<file path="config.mk">
export PLATFORM = sky130hd
export DESIGN_NAME = tl_sensor_cond
export DESIGN_NICKNAME = d
export VERILOG_FILES = /design/src/rtl/tl_sensor_cond.sv
export SDC_FILE = /design/constraint.sdc
export NUM_CORES = 1
export LEC_CHECK = 0
export CORE_ASPECT_RATIO = 0.75
export CORE_MARGIN = 2
export CORE_UTILIZATION = 51
export DETAILED_ROUTE_END_ITERATION = 8
export DONT_BUFFER_PORTS = 1
export PLACE_DENSITY = 0.77
export SYNTH_ARGS = -nofsm -noshare
export SYNTH_HDL_FRONTEND = slang
export SYNTH_SLANG_ARGS = --single-unit
export TNS_END_PERCENT = 30
</file>
<file path="constraint.sdc">
create_clock -name clk -period 1.35 [get_ports clk]
set_input_delay 0.27 -clock clk [delete_from_list [all_inputs] [get_ports clk]]
set_output_delay 0.27 -clock clk [all_outputs]
set_load 0.01 [all_outputs]
</file>
<file path="src/rtl/tl_sensor_cond.sv">
// Detector conditioning for the left-turn traffic-light controller.
// Each of the four lanes (a, al, b, bl) runs a 2-FF synchroniser, a
// run-length debouncer and a request latch. The latch holds a request
// until the controller's light code shows that lane is being served.
// Lane order in all packed vectors is {bl, b, al, a}.
module tl_sensor_cond #(
  parameter int          DEB_CYC = 4,
  parameter int          CW      = 8,
  parameter logic [1:0]  GREEN   = 2'b00,
  parameter logic [1:0]  LEFT    = 2'b11
) (
  input  logic       clk,
  input  logic       reset_n,
  input  logic       raw_a,
  input  logic       raw_al,
  input  logic       raw_b,
  input  logic       raw_bl,
  input  logic [1:0] La,
  input  logic [1:0] Lb,
  output logic       Ta,
  output logic       Tal,
  output logic       Tb,
  output logic       Tbl
);

  // Terminal count: the DEB_CYC-th consecutive disagreement flips deb.
  localparam logic [CW-1:0] CNT_MAX = CW'(DEB_CYC - 1);

  logic [3:0]    raw;
  logic [3:0]    served;
  logic [3:0]    s1_q, s1_d;
  logic [3:0]    s2_q, s2_d;
  logic [3:0]    deb_q, deb_d;
  logic [3:0]    pend_q, pend_d;
  logic [CW-1:0] cnt_q [4];
  logic [CW-1:0] cnt_d [4];

  assign raw = {raw_bl, raw_b, raw_al, raw_a};

  // A lane counts as served only for its own exact light code; yellow,
  // red and any other code leave pending requests untouched.
  assign served = {(Lb == LEFT), (Lb == GREEN), (La == LEFT), (La == GREEN)};

  // Synchroniser shift and debounce counter: any agreement between the
  // synchronised level and deb restarts the count, so short glitches vanish.
  always_comb begin
    s1_d  = raw;
    s2_d  = s1_q;
    deb_d = deb_q;
    for (int i = 0; i < 4; i++) begin
      cnt_d[i] = cnt_q[i];
      if (s2_q[i] == deb_q[i]) begin
        cnt_d[i] = '0;
      end else if (cnt_q[i] == CNT_MAX) begin
        deb_d[i] = s2_q[i];
        cnt_d[i] = '0;
      end else begin
        cnt_d[i] = cnt_q[i] + CW'(1);
      end
    end
  end

  // Request latch: set on a debounced rising edge, cleared whenever the
  // lane is served; clearing wins when both happen on the same edge.
  always_comb begin
    pend_d = pend_q;
    for (int i = 0; i < 4; i++) begin
      if (served[i]) begin
        pend_d[i] = 1'b0;
      end else if (!deb_q[i] && deb_d[i]) begin
        pend_d[i] = 1'b1;
      end
    end
  end

  // State registers; reset clears every lane immediately.
  always_ff @(posedge clk or posedge reset_n) begin
    if (reset_n) begin
      s1_q   <= '0;
      s2_q   <= '0;
      deb_q  <= '0;
      pend_q <= '0;
      for (int i = 0; i < 4; i++) begin
        cnt_q[i] <= '0;
      end
    end else begin
      s1_q   <= s1_d;
      s2_q   <= s2_d;
      deb_q  <= deb_d;
      pend_q <= pend_d;
      for (int i = 0; i < 4; i++) begin
        cnt_q[i] <= cnt_d[i];
      end
    end
  end

  // Outputs are an OR of registers only, so raw-input bounce never
  // reaches the controller.
  assign Ta  = deb_q[0] | pend_q[0];
  assign Tal = deb_q[1] | pend_q[1];
  assign Tb  = deb_q[2] | pend_q[2];
  assign Tbl = deb_q[3] | pend_q[3];

endmodule

</file>
Word-level counts from Yosys, hierarchy flattened. Index checks and enable logic that the tools add are counted.

Register bits: 48. Bits in latches: 0. Memory bits (writable): 0. ROM bits: 0. Output and inout bits: 4. Memories kept: 0.

Add/subtract/negate cells: 4. $mul: 0. Divide/modulo/power cells: 0. $lt $le $gt $ge: 0. Equal/unequal tests: 10. Shift-type cells: 0. Muxes and demuxes: 24. Bitwise logic cells: 4. Reductions and logical operators: 14.

Operator list (number): 8-bit two-way mux (8); 8-bit by 1-bit adder with 8-bit output, second input constant (4); 8-bit by 2-bit equality test with 1-bit output, second input constant (4); 1-bit two-way mux (16); 2-bit nonzero test (4); 1-bit equality test (4); 2-bit equality test, second input constant (2); 1-bit logical AND (4); 1-bit logical NOT (4); 2-bit logical NOT (2); 1-bit OR (4).

Depth between registers and ports, before layout.
Depth after elaboration: 6. Depth in mapped cells: 4.

Worst setup path before layout. OpenSTA, ideal clock, no wires.

Path type: reg2reg. From: register cnt_q[0] (netlist bit). To: register cnt_q[2] (netlist bit). Data arrival time: 1.339 ns. Path slack: -0.114 ns. Stages on the path, launching flop included: 5. Clock period less this slack: 1.464 ns. Path through: dfrtp_1 ha_1 or4b_4 o21ai_4 nor2_1.

RTL lines: start: declaration (line 35) `logic [CW-1:0] cnt_q [4];`; start signal: indexed assignment (line 92) `cnt_q[i] <= cnt_d[i];`.

==> impl_metrics.py <==
metrics = {
    "sta": {
        "fin_ws_ps": -108.2,
        "hold_viol_final": 0,
        "rsz0062_at_grt": "true",
        "min_period_ps": 1458,
        "clock_skew_ps": 1.665,
        "worst_slew_pin_slew_ps": 400.7,
        "slew_viol_final": 0,
        "fmax_mhz": 685.8,
        "setup-violations-final": 8,
        "slew_headroom": 0.7323,
        "fin_hold_ws_ps": 28.23,
        "min_period_over_period": 1.080,
    },
    "clock_network": {
        "numCtsBuffers": 5,
        "cts.clk_slew.worst_paths_ps": 80,
        "cts_max_level": 2,
        "clockBufferDepth": 2,
        "post_cts_buffers": 0,
        "cts_tree": "yes",
        "clkSinkCount": 48,
        "clockRootBuffer": "clkbuf_8",
        "clkLatencyLatePin_ps": 300,
    },
    "run_status": {
        "status": "finished with violations",
        "failed_checks": "negative setup slack",
    },
    "critical_path": {
        "slowest_stage": "or4b_4",
        "r2r_slack_ps": -110,
        "cp-start-kind": "flop",
        "cpLargestDelayFamily": "simple AND/OR/NAND/NOR gates",
        "required_ps": 1530,
        "critPathKind": "reg -> reg",
        "endpoint_kind": "flop",
        "worst_path_largest_cell_delay_ps": 480,
        "crit_chain": "ha_1 -> or4b_4 -> o21ai_4 -> nor2_1",
        "cp_max_fo": 8,
        "crit_buf_inv": 0,
        "critical_path_arrival_ps": 1640,
    },
    "die": {
        "rows": 20,
        "dieHeight_um": 60.13,
        "ioPinCount": 14,
        "dieArea_sq_um": 4740,
        "die_x_um": 78.84,
        "core_area_sq_um": 4054,
        "start_util": 0.5284,
    },
    "final_layout": {
        "antennaDiodeCount": 0,
        "mostFrequentLayoutCell": "dfrtp_1",
        "final_cell_mix": "dfrtp_1 (47), buf_4 (22), nor2_1 (20)",
        "fillCellCount": 345,
        "postLayoutCoreUtil": 0.6509,
        "drive_gt1_frac": 0.2328,
        "nNetsFinal": 249,
        "area_growth_pct": 23.19,
    },
    "power_and_ir_drop": {
        "combPwrFrac": 0.329,
        "p_int_w": 0.002751,
        "p_clk_frac": 0.217,
        "seq_power_share": 0.455,
        "switching_share": 0.3289,
        "powerDensity_nw_per_um2": 1553,
        "ir_drop_mv": 0.9008,
        "p_leak_nw": 1.160,
        "p_switching_w": 0.001348,
    },
    "detailed_routing": {
        "first_pass_iters": 4,
        "vias_per_cell": 5.296,
        "vias": 1520,
        "finalWirelength_um": 3947,
        "drc": 0,
        "drt.antenna.violating_nets": 0,
        "drtIter0Drc": 114,
        "wl_per_cell_um": 13.75,
    },
    "synth": {
        "syn_area_sq_um": 2142,
        "syn_avg_cell_area_sq_um": 10.87,
        "yosysTopAreaCell": "dfrtp_1",
        "synth_top_area_frac": 0.5607,
        "synth_area_leaders": "dfrtp_1 (56%), ha_1 (4.7%), or3_1 (3.8%), xor2_1 (3.7%), a21oi_1 (3.5%)",
        "ys_types": 25,
        "synthCells": 197,
        "ys_warn_count": 0,
        "synth-seq-cells": 48,
        "syn_nets": 215,
        "ys_seq_area_frac": 0.5607,
    },
    "grt": {
        "grt_pass1_wl_um": 6624,
        "grt_usage": 0.1874,
        "grt_antenna_before_repair": 0,
        "grt_pass1_vias": 1498,
        "grt_max_degree": 33,
        "gr-total-overflow": 0,
    },
    "place": {
        "hpwl_um": 2679,
        "gp_congestion": 0.7468,
        "io_buffers": 0,
    },
    "job": {
        "maxCapViolations": 0,
    },
    "hold_path": {
        "hp-class": "in -> reg",
    },
}
==> metrics by stage <==
step	TNS [ps]	cell area (sq um)	setup WS [ps]	cells	total power, W
after floorplan	-721.3	2146	-88.27	197	0.002644
after global placement	-503.9	2395	-68.19	274	0.003050
after detailed placement	-706.1	2395	-98.53	274	0.003092
after CTS	-757.3	2560	-109.8	287	0.004043
after global routing	-1777	2639	-202.8	287	0.004389
final	-707.0	2639	-108.2	287	0.004099
==> power groups by stage <==
stage          combinational, W  clock [W]  sequential (W)
6_report                0.00135   0.000888         0.00186
2_1_floorplan          0.000756          0         0.00189
3_5_place_dp            0.00122          0         0.00187
4_1_cts                 0.00128   0.000920         0.00184
5_1_grt                 0.00152   0.000977         0.00189
3_3_place_gp            0.00119          0         0.00186
==> repair_timing <==
action | CTS | global route
endpoints found under the setup margin | 22 | 37
cloned | 0 | 0
endpoints found under the hold margin | 20 | 0
hold buffers | 5 | 0
pin swaps | 0 | 0
gates resized for setup | 4 | 17
==> registers in the layout (all words and copies together) (netlist names) <==
name,cells
cnt_q,32
deb_q,4
pend_q,4
s1_q,4
s2_q,4
==> area by class of cell <==
class                           instances  area (sq um)  share of cell area
Clock buffer                            8         90.09             0.03414
Multi-Input combinational cell        139          1005              0.3807
Tap cell                               55         68.82             0.02608
Sequential cell                        48          1202              0.4557
Inverter                                9         37.54             0.01422
Timing Repair Buffer                   28         235.2             0.08914
==> synthesized netlist by cell type <==
library cell / count
or3_1: 13
nor4b_1: 2
o22a_1: 2
xor2_1: 9
o21ai_0: 13
nor4b_2: 2
xnor2_1: 7
nor3_1: 4
buf_2: 1
nand3_1: 15
and4b_1: 2
o21ai_4: 1
nor2_1: 20
inv_1: 9
dfrtp_1: 48
or2_2: 4
nand2_1: 9
ha_1: 8
a21oi_1: 15
a41oi_1: 2
mux2_2: 2
or4b_4: 1
a21o_1: 3
a31o_2: 1
nand4_1: 4
==> cell families after synthesis <==
logic type / count (synthesis) / share of synthesized area
AO/OA/AOI/OAI: 37 / 0.1040
XOR/XNOR: 16 / 0.06542
adder cells (fa/ha/maj): 8 / 0.04673
buffers and inverters: 10 / 0.01810
flip-flops: 48 / 0.5607
multiplexers: 2 / 0.01051
AND/OR/NAND/NOR: 76 / 0.1945
==> per-layer routing <==
metal	wire length (um)	GRT usage	up-vias
met1	1941	0.2429	734
met4	60	0.07389	0
li1	-	-	759
met3	108	0.04532	6
met5	0	0	-
met2	1836	0.3101	21
==> final timing paths <==
path / from / endpoint / depth (start not counted)
max in group asynchronous: reset_n / cnt_q[19] / 3
worst min register to register: s1_q[0] / s2_q[0] / 0
min in group asynchronous: reset_n / s2_q[1] / 2
worst max-delay path: cnt_q[0] / cnt_q[4] / 4
worst max register to register: cnt_q[0] / cnt_q[4] / 4
worst min-delay path: Lb[1] / pend_q[3] / 1
Note: power is estimated with default switching activity, not from simulation.
